### config.mk
export PLATFORM = sky130hd
export DESIGN_NAME = piso_serializer
export DESIGN_NICKNAME = d
export VERILOG_FILES = /design/src/rtl/siso_pkg.sv /design/src/rtl/piso_serializer.sv
export SDC_FILE = /design/constraint.sdc
export NUM_CORES = 1
export LEC_CHECK = 0
export BUFFER_PORTS_ARGS = -buffer_cell sky130_fd_sc_hd__buf_2
export CAP_MARGIN = 10
export CORE_ASPECT_RATIO = 1.25
export CORE_MARGIN = 1
export CORE_UTILIZATION = 40
export CTS_CLUSTER_DIAMETER = 30
export CTS_CLUSTER_SIZE = 8
export DETAILED_ROUTE_END_ITERATION = 6
export GPL_TIMING_DRIVEN = 0
export PLACE_DENSITY = 0.65
export SYNTH_ARGS = -nofsm -noshare
export SYNTH_HDL_FRONTEND = slang
export SYNTH_SLANG_ARGS = --single-unit
### constraint.sdc
create_clock -name clk -period 1.5 [get_ports clk]
set_input_delay 0.45 -clock clk [delete_from_list [all_inputs] [get_ports clk]]
set_output_delay 0.45 -clock clk [all_outputs]
set_load 0.05 [all_outputs]
### src/rtl/siso_pkg.sv
// Shared types and helpers for the serializer feeding the SISO shift stage.
package siso_pkg;

   // Serializer control state: waiting for a word, or walking its bits out.
   typedef enum logic {
      IDLE  = 1'b0,
      SHIFT = 1'b1
   } ser_state_t;

   // Bit-counter width for a given word length (never narrower than 1 bit).
   function automatic int cnt_width(input int width);
      return (width < 2) ? 1 : $clog2(width);
   endfunction

endpackage

### src/rtl/piso_serializer.sv
// Parallel-in/serial-out serializer. Takes a word on a valid/ready load
// handshake and emits it one bit per enabled clock into the downstream SISO.
//
// Handshake: a word is captured on any rising edge where load && ready.
// ready is combinational: high in IDLE, or in SHIFT on the enabled cycle that
// consumes the last bit (so back-to-back words have no bubble), and always low
// while rst is asserted. Upstream holds par_inp and load until ready is seen.
module piso_serializer
   import siso_pkg::*;
#(
   parameter int WIDTH      = 8,
   parameter bit LSB_FIRST  = 1'b1,
   parameter bit IDLE_LEVEL = 1'b0
) (
   input  logic             clk,
   input  logic             rst,
   input  logic             enb,
   input  logic [WIDTH-1:0] par_inp,
   input  logic             load,
   output logic             ready,
   output logic             out,
   output logic             out_vld,
   output logic             done,
   output logic             state_dbg
);

   localparam int             CNT_W = cnt_width(WIDTH);
   localparam logic [CNT_W-1:0] LAST = CNT_W'(WIDTH - 1);

   ser_state_t       state, state_nxt;
   logic [WIDTH-1:0] shreg, shreg_nxt;
   logic [CNT_W-1:0] cnt, cnt_nxt;
   logic             ready_raw;
   logic             accept;

   // Control and datapath registers; reset aborts any word in flight at once.
   always_ff @(posedge clk or negedge rst) begin
      if (!rst) begin
         state <= IDLE;
         shreg <= '0;
         cnt   <= '0;
      end else begin
         state <= state_nxt;
         shreg <= shreg_nxt;
         cnt   <= cnt_nxt;
      end
   end

   // Next-state, shift/count updates and registered-state-derived outputs.
   always_comb begin
      state_nxt = state;
      shreg_nxt = shreg;
      cnt_nxt   = cnt;
      ready_raw = 1'b0;
      out       = IDLE_LEVEL;
      out_vld   = 1'b0;
      done      = 1'b0;
      accept    = 1'b0;

      case (state)
         IDLE: begin
            ready_raw = 1'b1;
            accept    = load && rst;
            if (accept) begin
               shreg_nxt = par_inp;
               cnt_nxt   = '0;
               state_nxt = SHIFT;
            end
         end
         SHIFT: begin
            out     = LSB_FIRST ? shreg[0] : shreg[WIDTH-1];
            out_vld = 1'b1;
            if (enb) begin
               if (cnt == LAST) begin
                  // Last bit is being consumed: reload gaplessly or go idle.
                  done      = 1'b1;
                  ready_raw = 1'b1;
                  accept    = load && rst;
                  cnt_nxt   = '0;
                  if (accept) begin
                     shreg_nxt = par_inp;
                  end else begin
                     shreg_nxt = '0;
                     state_nxt = IDLE;
                  end
               end else begin
                  shreg_nxt = LSB_FIRST ? {1'b0, shreg[WIDTH-1:1]}
                                        : {shreg[WIDTH-2:0], 1'b0};
                  cnt_nxt   = cnt + CNT_W'(1);
               end
            end
         end
         default: begin
            state_nxt = IDLE;
         end
      endcase
   end

   assign ready     = ready_raw && rst;
   assign state_dbg = (state == SHIFT);

endmodule

==> summary.txt, run 1 <==
status = finished, violations left
failing checks = setup timing
top-area cell type share of the netlist area = 43.0%
main area contributors after synthesis = dfrtp_1, nand2_1, o21ai_0
Yosys top cell by area = dfrtp_1
Lkg Pwr = 0.000458 uW
largest family of logic cells by synthesized area = simple AND/OR/NAND/NOR gates
Remaining Overflow, GRT = 0
# DRC = 0
Critical-path top delay cell = dfrtp_1
Initial DRC Count = 8
Synth Area in Compound Gates = 19.0%
cell repeated most along the worst path = ha_4
row count = 16
largest net degree at the start of global routing = 18
Cell Area, Synth = 698 sq um
Clock Skews = 9.04 ps
Main synth FF type = dfrtp_1
Syn Nets = 94
final std cells w/o fill = 119
Async SR Flop Fraction = 100%
register share of total power = 31.8%
Hold Vio Cnt, Final = 0
gp weighted congestion = 0.699
combinational power share = 56.9%
Cell Chain, Critical Path = ha_4 -> ha_4 -> and3_4 -> buf_8
Synth cell types = 25
Int Power = 1120 uW
drt wl/cell = 13.5 microns
via count = 645
GR Util met3 = 2.75%
nets = 117
H-tree levels = 1
TritonCTS clock tree = built
routing usage on met1 = 24.3%
Fillers = 147
TritonRoute pass-1 iters = 4
antenna violations before repair = 0
crit path kind = flop to output pin
register area share after synthesis = 43.0%
width of the die = 39.4 microns
Post-synth EDFFs = 0
Critical Path End Type = output pin
Setup crit start kind = flop
Peak VDD IR = 1.21 mV
Die Y = 48.7 microns
Max-Cap Viols = 0
syn_area_per_cell = 8.84 sq um
Final period util = 120%
hpwl dp = 1040 microns
actual slew at the worst max-slew pin = 349 ps
mux cell area share after synthesis = 2.87%
Psw = 807 uW
CP Max Fanout = 3
Final WS setup = -303 ps
CTS Hold Buffers Added = 0
yosys warns = 0
Clk Latency, worst-skew pair = 280 ps
share of layout cells above drive strength 1 = 42.6%
gr usage total = 19.1%
I/O pin count = 17
core footprint = 1600 sq um
Routed Antenna Nets = 0
RSZ-0062 raised after global routing = yes
TritonCTS Buffers = 3
Clk network pwr share = 11.3%
most frequent cell after synthesis = nand2_1
min Tclk post-route = 1800 ps
Mapped Cells = 79
Post-Synth Simple-Gate Area = 21.9%
DR vias/cell = 5.42
buffer depth of the longest clock path = 2
Critical Path AT = 1350 ps
clock slew at reported path FFs = 80 ps
post-synthesis adder-cell area fraction = 5.38%
Critical Path RT = 1050 ps
placed cell count = 112
f_max = 555 MHz
Max-slew headroom = 76.7%
post-synthesis register bit count = 12
met2 GRT Util = 29.7%
Cell Pwr Density = 1980 nW/um^2
Slew Limit Fails = 0
root buffer cell = clkbuf_4
Syn-to-layout area delta = 39.2%
ant diodes = 0
Final Setup Violations = 3
drt total wl = 1600 microns
vias in the first global route = 575
area share of xor/xnor cells in the synthesized design = 0%
commonest cells in the netlist = nand2_1, dfrtp_1, o21ai_0
clock sink count = 12
dpl ws = -220 ps
GRT busiest layer = met2
CP max stage delay = 430 ps
Min-Delay Path Class = input pin to async pin
first-pass GRT wire length = 2530 microns
initial core utilization = 43.6%
switching share of total power = 41.9%
I/O Buffers = 15
Die Area = 1920 sq um
==> state kept, by name (all words and copies together) (netlist names) <==
register and cells:
shreg 8, state_dbg 1, cnt 3
==> power by group through the flow <==
stage / sequential (uW) / clock (uW) / combinational, uW
final: 613 / 218 / 1100
after global routing: 629 / 243 / 1200
after CTS: 608 / 223 / 1020
after detailed placement: 612 / 0 / 842
after global placement: 603 / 0 / 822
after floorplan: 611 / 0 / 659
==> critical path: cells and delay by family (launching register included) <==
kind	cells	cell delay [ps]
fa+ha+maj	2	350
flops	1	430
buf+inv	1	140
simple gates	1	160
==> cells by family after synthesis <==
group / count (synthesis)
fa+ha+maj: 3
compound gates: 21
simple gates: 32
mux: 2
buf+inv: 9
flops: 12
==> stage by stage <==
stage	cell area, sq um	util [%]	setup TNS [ps]	total power [uW]	hold WS, ps
2_1_floorplan	731	-	-23.9	1270	154
3_3_place_gp	828	51.7	-1250	1430	378
3_5_place_dp	828	51.7	-1290	1450	375
4_1_cts	941	58.8	-644	1850	72.5
5_1_grt	972	60.7	-921	2070	82.9
6_report	972	60.7	-597	1930	64.0
==> what timing repair did <==
action	CTS	global route
resized for setup	22	13
pin swaps	2	2
cloned	0	0
setup endpoints to repair	12	13
buffers inserted	3	2
==> per-layer routing <==
metal	wire, microns	vias to the layer above	share of wire [%]
met3	43	2	2.7
met4	13	0	0.81
li1	-	322	-
met2	776	11	48
met1	770	310	48
met5	0	-	0
==> cell type report <==
type	count	area, sq um	area share [%]
Buffer	4	32.5	3.35
Clock buffer	4	26.3	2.70
Inverter	3	11.3	1.16
Multi-Input combinational cell	58	427	43.9
Sequential cell	12	302	31.0
Tap cell	18	22.5	2.32
Timing Repair Buffer	20	151	15.6
==> path summary, 6_finish.rpt <==
kind                            start        end  slack [ps]  cells past startpoint
setup / recovery               cnt[0]       done        -300                      4
hold / removal                    rst   shreg[1]          60                      1
setup reg to reg               cnt[0]   shreg[6]          20                      6
hold reg to reg              shreg[4]   shreg[3]         550                      2
max in group asynchronous         rst  state_dbg        1160                      1
min in group clk           par_inp[3]   shreg[3]         450                      3
==> cell usage in the layout (no fill, tap or decap), drive strengths merged <==
| cell type | synthesis | routed |
|---|---|---|
| inv | 3 | 3 |
| nand3 | 1 | 1 |
| a21boi | 1 | 1 |
| a31o | 2 | 2 |
| and3 | 3 | 3 |
| a211oi | 1 | 1 |
| dfrtp | 12 | 12 |
| nor2b | 1 | 1 |
| nor2 | 3 | 3 |
| o21ai | 9 | 9 |
| or2 | 1 | 1 |
| ha | 3 | 3 |
| nand2 | 13 | 13 |
| and2 | 2 | 2 |
| and3b | 1 | 1 |
| buf | 5 | 22 |
| mux2i | 2 | 2 |
| a31oi | 7 | 7 |
| a21oi | 1 | 1 |
| nor3 | 7 | 7 |
| clkbuf | 1 | 6 |
Note: power is estimated with default switching activity, not from simulation.
==> inputs of run 2 (changes only) <==
--- a/config.mk
+++ b/config.mk
@@ -7,7 +7,6 @@
 export LEC_CHECK = 0
 export BUFFER_PORTS_ARGS = -buffer_cell sky130_fd_sc_hd__buf_2
 export CAP_MARGIN = 10
-export CORE_ASPECT_RATIO = 1.25
 export CORE_MARGIN = 1
 export CORE_UTILIZATION = 40
 export CTS_CLUSTER_DIAMETER = 30
@@ -15,6 +14,7 @@
 export DETAILED_ROUTE_END_ITERATION = 6
 export GPL_TIMING_DRIVEN = 0
 export PLACE_DENSITY = 0.65
+export SETUP_SLACK_MARGIN = 0.02
 export SYNTH_ARGS = -nofsm -noshare
 export SYNTH_HDL_FRONTEND = slang
 export SYNTH_SLANG_ARGS = --single-unit
==> summary.txt, run 2 (synthesis results as in run 1) <==
switching share of total power = 39.7% (-2.2 points)
register share of total power = 30.4% (-1.4 points)
share of layout cells above drive strength 1 = 43.8% (+1.2 points)
Syn-to-layout area delta = 41.2%
clock slew at reported path FFs = 80 ps (about the same)
TritonRoute pass-1 iters = 4 (unchanged)
R2R cell count = 5 (-1)
Cell Pwr Density = 2000 nW/um^2 (+0.73%)
highest-count cells in the layout ignoring fill and taps = nand2_1, buf_2, dfrtp_1, buf_4
Clk network pwr share = 13.2% (+1.9 points)
Overall Power = 1970 uW (+2.2%)
nets = 121 (+3.4%)
Hold Vio Cnt, Final = 0 (unchanged)
Peak VDD IR = 1.03 mV (-16%)
Psw = 782 uW (-3.1%)
buffer depth of the longest clock path = 2 (unchanged)
Max-slew headroom = 75.9% (-0.76 points)
I/O pin count = 17 (unchanged)
# DRC = 0 (unchanged)
row count = 14 (-2)
Clk Latency, worst-skew pair = 270 ps (about the same)
actual slew at the worst max-slew pin = 361 ps (+11.4 ps)
Min-Delay Path Class = input pin to async pin
Die Y = 43.8 microns (-10%)
placed cell count = 110 (-1.8%)
gr usage total = 19.6% (+0.51 points)
setup TNS = -832 ps (-235 ps)
largest net degree at the start of global routing = 18 (unchanged)
Lkg Pwr = 0.000482 uW (+5.3%)
status = finished, violations left
Critical Path End Type = output pin
RSZ-0062 raised after global routing = yes
Initial DRC Count = 4 (-4)
Critical Path RT = 1050 ps (about the same)
H-tree levels = 1 (unchanged)
f_max = 554 MHz (about the same)
Int Power = 1190 uW (+6.0%)
TritonCTS clock tree = built
Clock Skews = 3.36 ps (-5.68 ps)
DR vias/cell = 5.61 (+3.5%)
drt wl/cell = 13.0 microns (-3.4%)
Setup crit start kind = flop
Reg with most FFs = shreg
Final WS setup = -304 ps (-1.29 ps)
first-pass GRT wire length = 2730 microns (+7.9%)
Final period util = 120% (about the same)
drt total wl = 1570 microns (-1.8%)
Reg area = 304 sq um (+0.83%)
gp weighted congestion = 0.765 (+9.4%)
clock sink count = 12 (unchanged)
width of the die = 43.8 microns (+11%)
Critical Path AT = 1350 ps (about the same)
failing checks = setup timing
I/O Buffers = 15 (unchanged)
antenna violations before repair = 0 (unchanged)
Remaining Overflow, GRT = 0 (unchanged)
combinational power share = 56.4% (-0.5 points)
final std cells w/o fill = 121 (+1.7%)
Die Area = 1920 sq um (about the same)
max reg flops = 8 (unchanged)
CTS Hold Buffers Added = 0 (unchanged)
post-route cell area = 986 sq um (+1.4%)
dpl ws = -212 ps (+7.55 ps)
Routed Antenna Nets = 0 (unchanged)
most common library cell in the layout ignoring fill and taps = nand2_1
placement-stage cell area = 828 sq um (unchanged)
vias in the first global route = 632 (+9.9%)
Max-Cap Viols = 0 (unchanged)
ant diodes = 0 (unchanged)
crit path kind = flop to output pin
initial core utilization = 44.3% (+0.69 points)
min Tclk post-route = 1800 ps (+1.29 ps)
Fillers = 143 (-2.7%)
CP Max Fanout = 3 (unchanged)
core footprint = 1580 sq um (-1.6%)
root buffer cell = clkbuf_4
hpwl dp = 960 microns (-7.6%)
TritonCTS Buffers = 3 (unchanged)
Final Setup Violations = 12 (+9)
Slew Limit Fails = 0 (unchanged)
multi-input combinational cell area = 397 sq um (-7.0%)
via count = 679 (+5.3%)
run 2: worst paths after layout:
kind,start,end,slack [ps]
max reg2reg,state_dbg,shreg[5],-40
max in group asynchronous,rst,state_dbg,1140
max,cnt[0],ready,-300
min reg2reg,shreg[4],shreg[3],550
min in group clk,par_inp[6],shreg[6],440
min,rst,state_dbg,70
run 2: cell type report:
cell class | count | area share [%]
multi-input cells | 58 | 40.2
flip-flops and latches | 12 | 30.8
repair buffers | 23 | 17.6
plain buffers | 5 | 4.44
clock buffers | 4 | 3.68
well taps | 16 | 2.03
inverters | 3 | 1.14
run 2: worst max-delay path, stage by stage (launching register included):
cell      delay (ps)
dfrtp_1          380
ha_2             210
ha_4             140
nand2_2           60
a21boi_4         120
buf_6            170
run 2: layer usage:
metal	part of all wire [%]	GRT usage [%]	routed length [microns]
met5	0	0	0
met4	1.1	11.3	18
met3	5.1	2.50	80
met2	47	32.5	739
met1	47	24.3	736
run 2: power groups by stage:
stage | clock network [uW] | registers (uW) | logic (uW)
2_1_floorplan | 0 | 616 | 659
3_5_place_dp | 0 | 611 | 836
5_1_grt | 277 | 622 | 1240
6_report | 260 | 598 | 1110
4_1_cts | 270 | 594 | 1070
3_3_place_gp | 0 | 605 | 824
run 2: timing repair:
item,4_1_cts,5_1_grt
setup buffers,6,2
endpoints found under the setup margin,12,12
resized for setup,23,0
pin swaps,1,1
run 2: stage by stage:
| stage | utilization, % | hold WS, ps |
|---|---|---|
| finish | 62.5 | 72.6 |
| global route | 62.5 | 90.3 |
| CTS | 61.6 | 73.2 |
| detailed placement | 52.5 | 372 |
| global placement | 52.5 | 378 |
| floorplan | - | 154 |
